**src/rtl/exe_stage.sv**
```systemverilog
// RISC-V execute stage: operand forwarding, ALU, branch resolution and the
// EX/MEM pipeline register with stall (hold) and flush (bubble) control.
module exe_stage #(
  parameter int unsigned XLEN    = 32,
  parameter int unsigned RADDR_W = 5
) (
  input  logic               clk,
  input  logic               rst,
  input  logic               EXEALUSrc_in,
  input  logic               EXEMemtoReg_in,
  input  logic               EXERegWrite_in,
  input  logic               EXEMemRead_in,
  input  logic               EXEMemWrite_in,
  input  logic               EXEBranch_in,
  input  logic [1:0]         EXEALUOp_in,
  input  logic [XLEN-1:0]    EXEPC_in,
  input  logic [XLEN-1:0]    EXERd1_in,
  input  logic [XLEN-1:0]    EXERd2_in,
  input  logic [XLEN-1:0]    EXEImmGen_in,
  input  logic [2:0]         EXEfunc3_in,
  input  logic               EXEfunc7_in,
  input  logic [RADDR_W-1:0] EXERd_in,
  input  logic [1:0]         fwd_a_sel,
  input  logic [1:0]         fwd_b_sel,
  input  logic [XLEN-1:0]    mem_fwd_data,
  input  logic [XLEN-1:0]    wb_fwd_data,
  input  logic               stall,
  input  logic               flush,
  output logic               branch_taken_o,
  output logic [XLEN-1:0]    branch_target_o,
  output logic               MEMMemtoReg_out,
  output logic               MEMRegWrite_out,
  output logic               MEMMemRead_out,
  output logic               MEMMemWrite_out,
  output logic [XLEN-1:0]    MEMALUResult_out,
  output logic [XLEN-1:0]    MEMStoreData_out,
  output logic [2:0]         MEMfunc3_out,
  output logic [RADDR_W-1:0] MEMRd_out
);

  localparam int unsigned SHAMT_W = $clog2(XLEN);

  typedef enum logic [3:0] {
    ALU_ADD, ALU_SUB, ALU_SLL, ALU_SLT, ALU_SLTU,
    ALU_XOR, ALU_SRL, ALU_SRA, ALU_OR, ALU_AND
  } alu_ctl_e;

  logic [XLEN-1:0]    op_a;
  logic [XLEN-1:0]    rs2_fwd;
  logic [XLEN-1:0]    op_b;
  logic [XLEN-1:0]    alu_result;
  logic [SHAMT_W-1:0] shamt;
  alu_ctl_e           alu_ctl;
  logic               br_eq;
  logic               br_lt;
  logic               br_ltu;
  logic               br_cond;

  // Select 01 = WB, 10 = MEM; 00 and 11 both keep the ID/EX value.
  function automatic logic [XLEN-1:0] fwd_mux(input logic [XLEN-1:0] idex,
                                              input logic [1:0]      sel);
    case (sel)
      2'b01:   fwd_mux = wb_fwd_data;
      2'b10:   fwd_mux = mem_fwd_data;
      default: fwd_mux = idex;
    endcase
  endfunction

  assign op_a    = fwd_mux(EXERd1_in, fwd_a_sel);
  assign rs2_fwd = fwd_mux(EXERd2_in, fwd_b_sel);
  assign op_b    = EXEALUSrc_in ? EXEImmGen_in : rs2_fwd;
  assign shamt   = op_b[SHAMT_W-1:0];

  // ALU control decode; func7 only selects SUB on R-type ADD and SRA on shifts right.
  always_comb begin
    alu_ctl = ALU_ADD;
    case (EXEALUOp_in)
      2'b00: alu_ctl = ALU_ADD;
      2'b01: alu_ctl = ALU_SUB;
      default: begin
        case (EXEfunc3_in)
          3'b000:  alu_ctl = (EXEALUOp_in == 2'b10 && EXEfunc7_in) ? ALU_SUB : ALU_ADD;
          3'b001:  alu_ctl = ALU_SLL;
          3'b010:  alu_ctl = ALU_SLT;
          3'b011:  alu_ctl = ALU_SLTU;
          3'b100:  alu_ctl = ALU_XOR;
          3'b101:  alu_ctl = EXEfunc7_in ? ALU_SRA : ALU_SRL;
          3'b110:  alu_ctl = ALU_OR;
          default: alu_ctl = ALU_AND;
        endcase
      end
    endcase
  end

  always_comb begin
    alu_result = op_a + op_b;
    case (alu_ctl)
      ALU_SUB:  alu_result = op_a - op_b;
      ALU_SLL:  alu_result = op_a << shamt;
      ALU_SLT:  alu_result = XLEN'($signed(op_a) < $signed(op_b));
      ALU_SLTU: alu_result = XLEN'(op_a < op_b);
      ALU_XOR:  alu_result = op_a ^ op_b;
      ALU_SRL:  alu_result = op_a >> shamt;
      ALU_SRA:  alu_result = XLEN'($signed(op_a) >>> shamt);
      ALU_OR:   alu_result = op_a | op_b;
      ALU_AND:  alu_result = op_a & op_b;
      default:  alu_result = op_a + op_b;
    endcase
  end

  // Branch compares always use forwarded rs2, never the immediate.
  assign br_eq  = (op_a == rs2_fwd);
  assign br_lt  = ($signed(op_a) < $signed(rs2_fwd));
  assign br_ltu = (op_a < rs2_fwd);

  always_comb begin
    br_cond = 1'b0;
    case (EXEfunc3_in)
      3'b000:  br_cond = br_eq;
      3'b001:  br_cond = !br_eq;
      3'b100:  br_cond = br_lt;
      3'b101:  br_cond = !br_lt;
      3'b110:  br_cond = br_ltu;
      3'b111:  br_cond = !br_ltu;
      default: br_cond = 1'b0;
    endcase
  end

  assign branch_taken_o  = EXEBranch_in && br_cond;
  assign branch_target_o = EXEPC_in + EXEImmGen_in;

  // EX/MEM register: flush beats stall; writes to x0 are suppressed here.
  always_ff @(posedge clk or negedge rst) begin
    if (!rst) begin
      MEMMemtoReg_out  <= 1'b0;
      MEMRegWrite_out  <= 1'b0;
      MEMMemRead_out   <= 1'b0;
      MEMMemWrite_out  <= 1'b0;
      MEMALUResult_out <= '0;
      MEMStoreData_out <= '0;
      MEMfunc3_out     <= '0;
      MEMRd_out        <= '0;
    end else if (flush) begin
      MEMMemtoReg_out  <= 1'b0;
      MEMRegWrite_out  <= 1'b0;
      MEMMemRead_out   <= 1'b0;
      MEMMemWrite_out  <= 1'b0;
      MEMALUResult_out <= '0;
      MEMStoreData_out <= '0;
      MEMfunc3_out     <= '0;
      MEMRd_out        <= '0;
    end else if (!stall) begin
      MEMMemtoReg_out  <= EXEMemtoReg_in;
      MEMRegWrite_out  <= EXERegWrite_in && (EXERd_in != '0);
      MEMMemRead_out   <= EXEMemRead_in;
      MEMMemWrite_out  <= EXEMemWrite_in;
      MEMALUResult_out <= alu_result;
      MEMStoreData_out <= rs2_fwd;
      MEMfunc3_out     <= EXEfunc3_in;
      MEMRd_out        <= EXERd_in;
    end
  end

endmodule

```
**config.mk**
```make
export PLATFORM = sky130hd
export DESIGN_NAME = exe_stage
export DESIGN_NICKNAME = d
export VERILOG_FILES = /design/src/rtl/exe_stage.sv
export SDC_FILE = /design/constraint.sdc
export NUM_CORES = 1
export LEC_CHECK = 0
export CAP_MARGIN = 20
export CORE_ASPECT_RATIO = 0.5
export CORE_MARGIN = 2
export CORE_UTILIZATION = 50
export DETAILED_ROUTE_END_ITERATION = 8
export PLACE_DENSITY = 0.78
export SYNTH_ARGS = -nofsm -noshare
export SYNTH_HDL_FRONTEND = slang
export SYNTH_SLANG_ARGS = --single-unit
export TNS_END_PERCENT = 30
```
**constraint.sdc**
```tcl
create_clock -name clk -period 10.3 [get_ports clk]
set_input_delay 2.06 -clock clk [delete_from_list [all_inputs] [get_ports clk]]
set_output_delay 2.06 -clock clk [all_outputs]
set_load 0.005 [all_outputs]
```
# Word-level counts from Yosys, hierarchy flattened
# Cells that the tools add are included.
word_totals:
  ff_bits: 76
  in_bits: 217
classes:
  add_sub_neg: 3
  n_lt_le_gt_ge: 4
  n_eq_ne: 24
  n_shift: 3
  n_mux: 25
  bitwise_logic: 3
  reduce_logical: 9
op_table:
  columns: ["op", "n"]
  rows:
  - ["one-hot mux 32 bit (9 select lines)", 1]
  - ["2-to-1 mux 32 bit", 5]
  - ["< comparator 32 bit", 4]
  - ["one-hot mux 32 bit (2 select lines)", 2]
  - ["adder 32 bit", 2]
  - ["AND 32 bit", 1]
  - ["== test 32 bit", 1]
  - ["bitwise OR 32 bit", 1]
  - ["left shift 32 x 5 -> 32 bit", 1]
  - [">> shifter 32 x 5 -> 32 bit", 1]
  - [">>> shifter 32 x 5 -> 32 bit", 1]
  - ["subtractor 32 bit", 1]
  - ["bitwise XOR 32 bit", 1]
  - ["one-hot mux 4 bit (7 select lines)", 1]
  - ["== test 4 x 3 -> 1 bit, second input constant", 4]
  - ["== test 3 bit, second input constant", 4]
  - ["2-to-1 mux 1 bit", 10]
  - ["2-to-1 mux 5 bit", 2]
  - ["== test 4 x 2 -> 1 bit, second input constant", 2]
  - ["== test 4 bit, second input constant", 2]
  - ["one-hot mux 4 bit (2 select lines)", 1]
  - ["== test 2 x 1 -> 1 bit, second input constant", 3]
  - ["== test 2 bit, second input constant", 3]
  - ["== test 3 x 2 -> 1 bit, second input constant", 2]
  - ["other kinds (10)", 15]

# Longest topological paths before layout
depth:
  word_depth: 9
  mapped_depth: 24

# Worst setup path before layout
# OpenSTA, ideal clock, no wires.
synth_timing:
  path_type: "input -> output"
  from: "input fwd_b_sel[0]"
  to: "output branch_taken_o"
  arrival_ns: 5.411
  setup_slack_ns: 2.829
  cell_stages: 20
  n_path_buf: 4
  path_cell_list: "inv_1 -> ha_1 -> buf_4 -> buf_2 -> inv_1 -> clkbuf_1 -> clkbuf_1 -> o21ai_0 -> ha_1 -> and3_1 -> nand3_1 -> or3_1 -> nor4_1 -> o21ai_0 -> a31oi_1 -> nor3_1 -> mux2i_1 -> a21oi_1 -> nand3_1 -> o211ai_1"
synth_between:
  elab_chain_len: 6
synth_lines:
  columns: ["item", "line", "source"]
  rows:
  - ["start: declaration", "24", "input logic [1:0] fwd_b_sel,"]
  - ["== test 2 bit / == test 2 x 1 -> 1 bit (equally long branches)", "62", "case (sel)"]
  - ["one-hot mux 32 bit (2 select lines) (*)", "62", null]
  - ["< comparator 32 bit (tied with other cells)", "114", "assign br_ltu = (op_a < rs2_fwd);"]
  - ["logical NOT 1 bit, on equally long branches", "124, 120, 122", null]
  - ["one-hot mux 1 bit (6 select lines) (*)", "118", "case (EXEfunc3_in)"]
  - ["logical AND 1 bit (*)", "129", "assign branch_taken_o = EXEBranch_in && br_cond;"]
  - ["end: declaration", "29", "output logic branch_taken_o,"]
# Every way passes the cells marked *; elsewhere a longest branch is shown, timed or not.

# Final worst setup path
layout_timing:
  from: "input fwd_a_sel[0]"
  to: "output branch_taken_o"
layout_between:
  elab_chain_len: 6
layout_lines:
  columns: ["item", "line", "source"]
  rows:
  - ["start: declaration", "23", "input logic [1:0] fwd_a_sel,"]
  - ["== test 2 bit / == test 2 x 1 -> 1 bit (equally long branches)", "62", null]
  - ["one-hot mux 32 bit (2 select lines) (*)", "62", null]
  - ["< comparator 32 bit (tied with other cells)", "114", null]
  - ["logical NOT 1 bit, on equally long branches", "124, 120, 122", null]
  - ["one-hot mux 1 bit (6 select lines) (*)", "118", null]
  - ["logical AND 1 bit (*)", "129", null]
# Marks and branches as above.

==> metrics.csv <==
metric,value,unit
synthFlopType,dfrtp_1,
dieArea,32600,µm²
rows,45,
period_share,0.903,
clockBufferDepth,2,
hold_start,MEMALUResult_out[14],
grt_max_degree,78,
avgViaCountPerCell,6.99,
end_kind,primary output,
routed_wl,84400,µm
tightest_slew,1.28,ns
n_fill_cell,2809,
final_common_cell,clkdlybuf4s50_1,
cts_sinks,76,
antenna_found_initial,3,
whs_endpoint,MEMALUResult_out[14],
yosys_warnings,0,
drc_errors,0,
cellLeakagePower,8.24,nW
cts.clk_slew.worst_paths,0.07,ns
cp-start-kind,input port,
fin_setup_tns,0,ns
hold_ws,0.481,ns
outcome,"finished, final reports clean",
synth_nets,2623,
worstSkewPairLatency,0.38,ns
postCtsSetupRepairBufs,0,
slew_violations,0,
grt_pass1_wl,120000,µm
ant_nets,0,
cts-htree-levels,3,
synth_edf_count,0,
arrival,7.24,ns
syn-instance-count,2241,
start_util,0.511,
area_growth,24.0,%
drv_cap,0,
cts_tree,built,
grt_pass1_vias,17900,
hold_depth,2,
regToRegEndpoint,MEMALUResult_out[23],
avgSynthCellArea,6.94,µm²
p_per_area,128,nW/µm²
drive_gt1_frac,0.0486,
numCtsBuffers,9,
vias,20200,
grt.total_usage,0.499,
cp_max_fo,48,
slew_headroom,0.137,
synthArstFlopShare,1.00,
layout.nets,2844,
reg2reg_slack,8.03,ns
post_cts_resize_count,0,
wire_per_inst,29.1,µm
setup_viol,0,
clock_skew,0,ns
rsz0062_at_grt,false,
worstSetupPathType,in2out,
dr.pass1.iters,8,
die_y,129,µm
period_needed,9.30,ns
hold_viol,0,
core,30500,µm²
vdd_drop_max,90.0,µV
drt-initial-drc-count,3904,
gp_congestion,1.12,
fp.dieW,253,µm
synth_cell_type_count,88,
max_freq,107,MHz
dp_hpwl,65900,µm
final_cell_mix,"320 x clkdlybuf4s50_1, 272 x nor2_1, 225 x nand2_1, 215 x a21oi_1, 211 x o21ai_0",
worst_hold_path_type,reg2reg,
finalPower,2.47,mW
seq_area_frac_synth,0.122,
reg2reg_depth,6,
grt-ovfl-total,0,
cts_root_buf,clkbuf_16,
io_buffers,325,
ios,326,
hold_buffers,0,
reg2reg_from,MEMALUResult_out[23],
synth.cell_area,15600,µm²
cp.required,8.24,ns
synth_seq_cells,76,
worst max-delay path, stage by stage:
cell,delay (ns)
clkdlybuf4s50_1,0.48
inv_1,0.05
ha_2,0.86
o21ai_0,0.53
ha_1,0.45
and3_1,0.15
nand3_1,0.09
or3_1,0.43
nor4_1,0.39
o21ai_0,0.15
a31oi_1,0.22
nor3_1,0.10
mux2i_1,0.13
a21oi_1,0.23
nand3_1,0.11
o211ai_1,0.18
clkdlybuf4s50_1,0.61
cells by family after synthesis:
logic type      after synthesis  share of synthesized area
buf+inv                     294                     0.0800
compound gates              844                      0.358
xor+xnor                     70                     0.0394
flops                        76                      0.122
fa+ha+maj                   165                      0.133
mux                         126                     0.0821
simple gates                666                      0.185
worst max-delay path by stage:
| stage | from | to | slack [ns] | cells past startpoint |
|---|---|---|---|---|
| after detailed placement | fwd_a_sel[0] | branch_taken_o | 1.14 | 17 |
| final | fwd_a_sel[0] | branch_taken_o | 1.0 | 17 |
| after global routing | fwd_a_sel[0] | branch_taken_o | 0.72 | 17 |
| after global placement | fwd_a_sel[0] | branch_taken_o | 1.26 | 17 |
| after CTS | fwd_a_sel[0] | branch_taken_o | 1.14 | 17 |
| after floorplan | fwd_b_sel[0] | branch_taken_o | 2.83 | 20 |
sequential cells by signal, summed over array words and instances, names as in the netlist:
register and count:
MEMALUResult_out 32, MEMRegWrite_out 1, MEMMemRead_out 1, MEMRd_out 5, MEMMemWrite_out 1, MEMMemtoReg_out 1
MEMStoreData_out 32, MEMfunc3_out 3
final cells by class:
cell class              count  area (µm²)  share of cell area
diodes                      5        12.5            0.000649
clock buffers              10         239              0.0124
clock inverters             6        93.8             0.00486
inverters                 131         507              0.0263
multi-input cells        1871       12400               0.644
flip-flops and latches     76        1900              0.0986
well taps                 423         529              0.0274
repair buffers            373        3590               0.186
routing by layer:
layer  global-route usage  part of all wire  up-vias
li1                     -                 -     8647
met1                0.694              0.40     9462
met2                0.652              0.37     1879
met3                0.253              0.19      250
met4                0.163             0.041        4
met5               0.0229            0.0022        -
synth_stat cells, types with 14 or more instances:
master	count	area, µm²
nor2_1	272	1020
nand2_1	225	845
a21oi_1	215	1080
o21ai_0	212	1060
ha_1	164	2050
inv_1	122	458
mux2i_1	113	1130
clkbuf_1	103	387
dfrtp_1	76	1900
a22oi_1	57	428
xnor2_1	57	499
a21o_1	36	270
a221o_1	34	340
a211oi_1	33	248
a31oi_1	28	175
buf_2	28	140
nand3_1	28	140
o211ai_1	28	210
nor3_1	26	130
o221ai_1	22	193
nand2b_1	20	125
a221oi_1	19	166
nand4_1	18	113
o21bai_1	18	135
buf_4	17	128
nor2b_1	15	93.8
and2_1	14	87.6
through the flow:
stage / instances / cell area [µm²] / worst slack, ns / utilization
final: 2895 / 19300 / 0.996 / 0.633
after floorplan: 2241 / 15600 / 2.83 / -
after detailed placement: 2872 / 18900 / 1.14 / 0.622
after CTS: 2888 / 19300 / 1.14 / 0.633
after global placement: 2872 / 18900 / 1.26 / 0.622
after global routing: 2893 / 19300 / 0.725 / 0.633
report_power, final:
group,internal [mW],switching [mW],total (mW)
Combinational,0.633,1.10,1.73
Sequential,0.325,0.0183,0.343
Clock,0.222,0.177,0.399
Note: power is estimated with default switching activity, not from simulation.
